**config.mk**
```make
export PLATFORM = sky130hd
export DESIGN_NAME = rd_req_tag_alloc
export DESIGN_NICKNAME = d
export VERILOG_FILES = /design/src/rtl/rd_req_tag_alloc.sv
export SDC_FILE = /design/constraint.sdc
export NUM_CORES = 1
export LEC_CHECK = 0
export CAP_MARGIN = 20
export CORE_AREA = 4 4 347 349
export CTS_CLUSTER_DIAMETER = 200
export DETAILED_ROUTE_END_ITERATION = 10
export DIE_AREA = 0 0 351 353
export GPL_TIMING_DRIVEN = 0
export PLACE_DENSITY = 0.67
export SLEW_MARGIN = 30
export SYNTH_ARGS = -nofsm -noshare
export SYNTH_HDL_FRONTEND = slang
export SYNTH_SLANG_ARGS = --single-unit
```
**constraint.sdc**
```tcl
create_clock -name dma_clk -period 22.7 [get_ports dma_clk]
set_clock_uncertainty 0.1 [all_clocks]
set_input_delay 3.405 -clock dma_clk [delete_from_list [all_inputs] [get_ports dma_clk]]
set_output_delay 3.405 -clock dma_clk [all_outputs]
set_load 0.02 [all_outputs]
```
**src/rtl/rd_req_tag_alloc.sv**
```systemverilog
// PCIe read-request tag allocator: stamps a free tag onto each sub-request beat,
// records per-tag completion context and recycles tags on completion release.
module rd_req_tag_alloc #(
    parameter int TAG_NUM = 32,
    parameter int TAG_W   = 5,
    parameter int DATA_W  = 256,
    parameter int KEEP_W  = 32,
    parameter int TUSER_W = 128
) (
    input  logic               dma_clk,
    input  logic               rst,
    input  logic               s_axis_tvalid,
    input  logic               s_axis_tlast,
    input  logic [DATA_W-1:0]  s_axis_tdata,
    input  logic [TUSER_W-1:0] s_axis_tuser,
    input  logic [KEEP_W-1:0]  s_axis_tkeep,
    output logic               s_axis_tready,
    output logic               m_axis_tvalid,
    output logic               m_axis_tlast,
    output logic [DATA_W-1:0]  m_axis_tdata,
    output logic [TUSER_W-1:0] m_axis_tuser,
    output logic [KEEP_W-1:0]  m_axis_tkeep,
    input  logic               m_axis_tready,
    input  logic               rls_valid,
    input  logic [TAG_W-1:0]   rls_tag,
    input  logic [TAG_W-1:0]   lkp_tag,
    output logic [26:0]        lkp_info,
    output logic [TAG_W:0]     tag_free_cnt,
    output logic               rls_err
);

    localparam int CTX_W = 27;

    logic [TAG_NUM-1:0] free_bitmap_reg, free_bitmap_next;
    logic [TAG_W:0]     free_cnt_reg, free_cnt_next;
    logic               m_valid_reg, m_last_reg;
    logic [DATA_W-1:0]  m_data_reg;
    logic [TUSER_W-1:0] m_user_reg, tagged_tuser;
    logic [KEEP_W-1:0]  m_keep_reg;
    logic [CTX_W-1:0]   lkp_info_reg, ctx_new;
    logic               rls_err_reg;
    logic [CTX_W-1:0]   ctx_table [TAG_NUM];
    logic [TAG_W-1:0]   alloc_tag;
    logic               accept, rls_hit, rls_miss;

    // Lowest-index free tag wins; scanning downward lets the last hit be the lowest.
    always_comb begin
        alloc_tag = '0;
        for (int i = TAG_NUM - 1; i >= 0; i--) begin
            if (free_bitmap_reg[i]) alloc_tag = TAG_W'(i);
        end
    end

    assign s_axis_tready = (|free_bitmap_reg) & (~m_valid_reg | m_axis_tready);
    assign accept        = s_axis_tvalid & s_axis_tready;
    assign rls_hit       = rls_valid & ~free_bitmap_reg[rls_tag];
    assign rls_miss      = rls_valid &  free_bitmap_reg[rls_tag];

    // A valid release always targets an allocated bit, so it can never collide with the allocated one.
    always_comb begin
        free_bitmap_next = free_bitmap_reg;
        if (accept)  free_bitmap_next[alloc_tag] = 1'b0;
        if (rls_hit) free_bitmap_next[rls_tag]   = 1'b1;
    end

    always_comb begin
        free_cnt_next = free_cnt_reg;
        case ({accept, rls_hit})
            2'b10:   free_cnt_next = free_cnt_reg - 1'b1;
            2'b01:   free_cnt_next = free_cnt_reg + 1'b1;
            default: free_cnt_next = free_cnt_reg;
        endcase
    end

    always_comb begin
        tagged_tuser          = s_axis_tuser;
        tagged_tuser[103:96]  = 8'(alloc_tag);
    end

    assign ctx_new = {s_axis_tuser[127:120], s_axis_tuser[119], s_axis_tuser[18:8], s_axis_tuser[38:32]};

    always_ff @(posedge dma_clk or posedge rst) begin
        if (rst) begin
            free_bitmap_reg <= '1;
            free_cnt_reg    <= (TAG_W+1)'(TAG_NUM);
            m_valid_reg     <= 1'b0;
            m_last_reg      <= 1'b0;
            m_data_reg      <= '0;
            m_user_reg      <= '0;
            m_keep_reg      <= '0;
            lkp_info_reg    <= '0;
            rls_err_reg     <= 1'b0;
        end else begin
            free_bitmap_reg <= free_bitmap_next;
            free_cnt_reg    <= free_cnt_next;
            lkp_info_reg    <= ctx_table[lkp_tag];
            if (rls_miss) rls_err_reg <= 1'b1;
            if (accept) begin
                m_valid_reg <= 1'b1;
                m_last_reg  <= s_axis_tlast;
                m_data_reg  <= s_axis_tdata;
                m_user_reg  <= tagged_tuser;
                m_keep_reg  <= s_axis_tkeep;
            end else if (m_axis_tready) begin
                m_valid_reg <= 1'b0;
            end
        end
    end

    // Context storage is RAM-like and intentionally left out of reset.
    always_ff @(posedge dma_clk) begin
        if (accept) ctx_table[alloc_tag] <= ctx_new;
    end

    assign m_axis_tvalid = m_valid_reg;
    assign m_axis_tlast  = m_last_reg;
    assign m_axis_tdata  = m_data_reg;
    assign m_axis_tuser  = m_user_reg;
    assign m_axis_tkeep  = m_keep_reg;
    assign lkp_info      = lkp_info_reg;
    assign tag_free_cnt  = free_cnt_reg;
    assign rls_err       = rls_err_reg;

endmodule

```
==> impl_metrics.env <==
export IMPL_cp_start_kind="primary input"
export IMPL_worstMarginPinSlew_ns=1.02
export IMPL_drt_iter0_drc=4044
export IMPL_fill_cells=8432
export IMPL_status="completed"
export IMPL_crit_path_max_incr_delay_ns=0.68
export IMPL_numCtsBuffers=142
export IMPL_grt_max_degree=84
export IMPL_drt_total_wl_um=223000
export IMPL_synth_top_family_by_area="multiplexers"
export IMPL_crit_path_max_fanout=4
export IMPL_hold_buffers=0
export IMPL_cts_reportedPaths_clkPinSlew_ns=0.06
export IMPL_cp_cell_sequence="clkdlybuf4s50_1 > nand2b_1 > o21a_1 > clkdlybuf4s50_1"
export IMPL_wl_per_cell_um=42.4
export IMPL_finalNetCount=3955
export IMPL_worst_ep_required_time_ns=19.19
export IMPL_final_layout_size_suffix_gt1_frac=0.255
export IMPL_portBuffers=865
export IMPL_leakagePower_nw=24.3
export IMPL_ys_ff_latch=1345
export IMPL_die_w_um=351
export IMPL_h_tree_depth=4
export IMPL_dieArea_um2=124000
export IMPL_instances_no_fill=5265
export IMPL_path_buf_inv=2
export IMPL_gp_congestion=1.07
export IMPL_rsz0062_at_grt="false"
export IMPL_syn_area_per_cell_um2=21.0
export IMPL_drtAntennaViolNets=0
export IMPL_relSlewSlack=0.321
export IMPL_slowest_stage="clkdlybuf4s50_1"
export IMPL_clock_path_buffers=3
export IMPL_multi_input_area_um2=12800
export IMPL_crit_path_frequent_cell="clkdlybuf4s50_1"
export IMPL_max_freq_mhz=116
export IMPL_post_place_cells=4909
export IMPL_dr_pass1_iters=5
export IMPL_synth_common_cells="864 x edfxtp_1, 448 x dfrtp_1, 270 x mux4_2, 230 x mux2_1, 208 x mux2_2"
export IMPL_synth_compound_area_frac=0.0139
export IMPL_period_minus_slack_ns=8.64
export IMPL_setup_ws_ns=14.06
export IMPL_num_rows=126
export IMPL_ys_flop_type="edfxtp_1"
export IMPL_synth_most_common_cell="edfxtp_1"
export IMPL_slew_viol_final=0
export IMPL_clock_sinks=1345
export IMPL_first_global_vias=31200
export IMPL_hold_viol=0
export IMPL_async_flop_share=0.358
export IMPL_regMostFlops="ctx_table"
export IMPL_cts_post_setup_buffers_inserted=0
export IMPL_clkLatencyLatePin_ns=0.76
export IMPL_synthXorXnorAreaFrac=0.000846
export IMPL_synthAdderAreaFrac=0.00159
export IMPL_start_util=0.441
export IMPL_muxShareOfSynthArea=0.216
export IMPL_antenna_found_initial=152
export IMPL_netlist_area_um2=51800
export IMPL_path_class="primary input to primary output"
export IMPL_holdCritPathClass="register to register"
export IMPL_fin_crit_sh=0.380
export IMPL_drv_cap=0
export IMPL_regArea_um2=38000
export IMPL_cts_tree="done"
export IMPL_drt_vias_per_instance=5.96
export IMPL_final_util=0.582
export IMPL_core_um2=117000
export IMPL_setup_viol=0
export IMPL_cts_root_buf="clkbuf_16"
export IMPL_ir_drop_v=0.0000790
export IMPL_io_pin_count=885
export IMPL_vias=31400
export IMPL_fin_tns_setup_ns=0
export IMPL_largest_register_ffs=864
export IMPL_ys_top_cells_by_area="edfxtp_1 50%, dfrtp_1 22%, mux4_2 12%"
export IMPL_post_place_ws_ns=14.14
export IMPL_ctsResizeCount=0
export IMPL_crit_family="buffers and inverters"
export IMPL_grt_ovfl_total=0
export IMPL_arrival_ns=5.13
export IMPL_powerDensity_nw_per_um2=104
export IMPL_ys_types=63
export IMPL_synthSimpleGateAreaFrac=0.0138
export IMPL_synth_edf_count=864
export IMPL_synth_top_area_frac=0.501
export IMPL_area_growth_synth_to_final_pct=32.0
export IMPL_yosysWarnings=0
export IMPL_grt_use_total=0.362
export IMPL_grt_pass1_wl_um=295000
export IMPL_worstSetupEndpointType="primary output"
export IMPL_synthCells=2463
export IMPL_yosysSeqAreaShare=0.734
export IMPL_drc=0
export IMPL_total_power_mw=7.11
export IMPL_fp_dieH_um=353
export IMPL_hpwlAfterDp_um=170000
export IMPL_yosys_area_top_type="edfxtp_1"
placed cells by master, fill, tap and decap left out, types with 45 or more instances in the layout:
master           Yosys  final
diode_2              0     94
mux4_2             270    270
clkbuf_1            50     70
edfxtp_1           864    864
mux2_1             230    230
buf_2               17     45
mux2_2             208    208
dfrtp_1            448    448
clkdlybuf4s50_1      0    839
clkbuf_16            0    145
report_power, final:
part | switching (mW) | internal, mW | total (mW)
Sequential | 0.163 | 2.94 | 3.11
Combinational | 0.926 | 0.639 | 1.56
Clock | 1.03 | 1.41 | 2.44
Total | 2.12 | 4.99 | 7.11
layout make-up:
type                    count  area share
clock buffers             188      0.0571
multi-input cells         957       0.187
repair buffers            908       0.138
clock inverters            74      0.0144
well taps                1536      0.0281
flip-flops and latches   1345       0.557
diodes                     94     0.00344
inverters                  38     0.00223
plain buffers             125      0.0130
final timing paths:
kind / cells after the start / endpoint / from / slack (ns)
max: 4 / s_axis_tready / m_axis_tready / 14.06
min: 1 / m_axis_tuser[124] / m_axis_tuser[124] / 0.39
max reg2reg: 10 / ctx_table[1][21] / free_bitmap_reg[27] / 18.20
min reg2reg: 1 / m_axis_tuser[124] / m_axis_tuser[124] / 0.39
max in group asynchronous: 6 / m_axis_tuser[108] / rst / 17.75
min in group asynchronous: 2 / m_axis_tdata[18] / rst / 2.97
worst register-to-register path, stage by stage (launching register included):
cell and delay [ns]:
dfstp_2 0.60, inv_1 0.06, a221o_1 0.35, a211oi_1 0.75
o311a_1 0.50, clkbuf_1 0.54, o21ai_0 0.19, nor3_2 0.42
buf_4 0.26, buf_4 0.21, buf_4 0.21
through the flow:
step	instance area [um2]	hold slack, ns
after CTS	68200	0.396
after floorplan	51800	0.363
after global placement	62400	0.359
after global routing	68200	0.406
after detailed placement	63300	0.381
final	68300	0.393
cells by family after synthesis:
logic type	count (synthesis)
buffers and inverters	163
adder cells (fa/ha/maj)	6
AO/OA/AOI/OAI	94
XOR/XNOR	5
flip-flops	1345
other	1
multiplexers	724
AND/OR/NAND/NOR	125
metal layers:
metal  vias up  GRT usage  wire [um]
met5         -          0        236
met4        26      0.161      11100
met3       472      0.106      22000
met2      2219      0.550     103000
met1     16600      0.485      86800
li1      12100          -          -
Note: power is estimated with default switching activity, not from simulation.
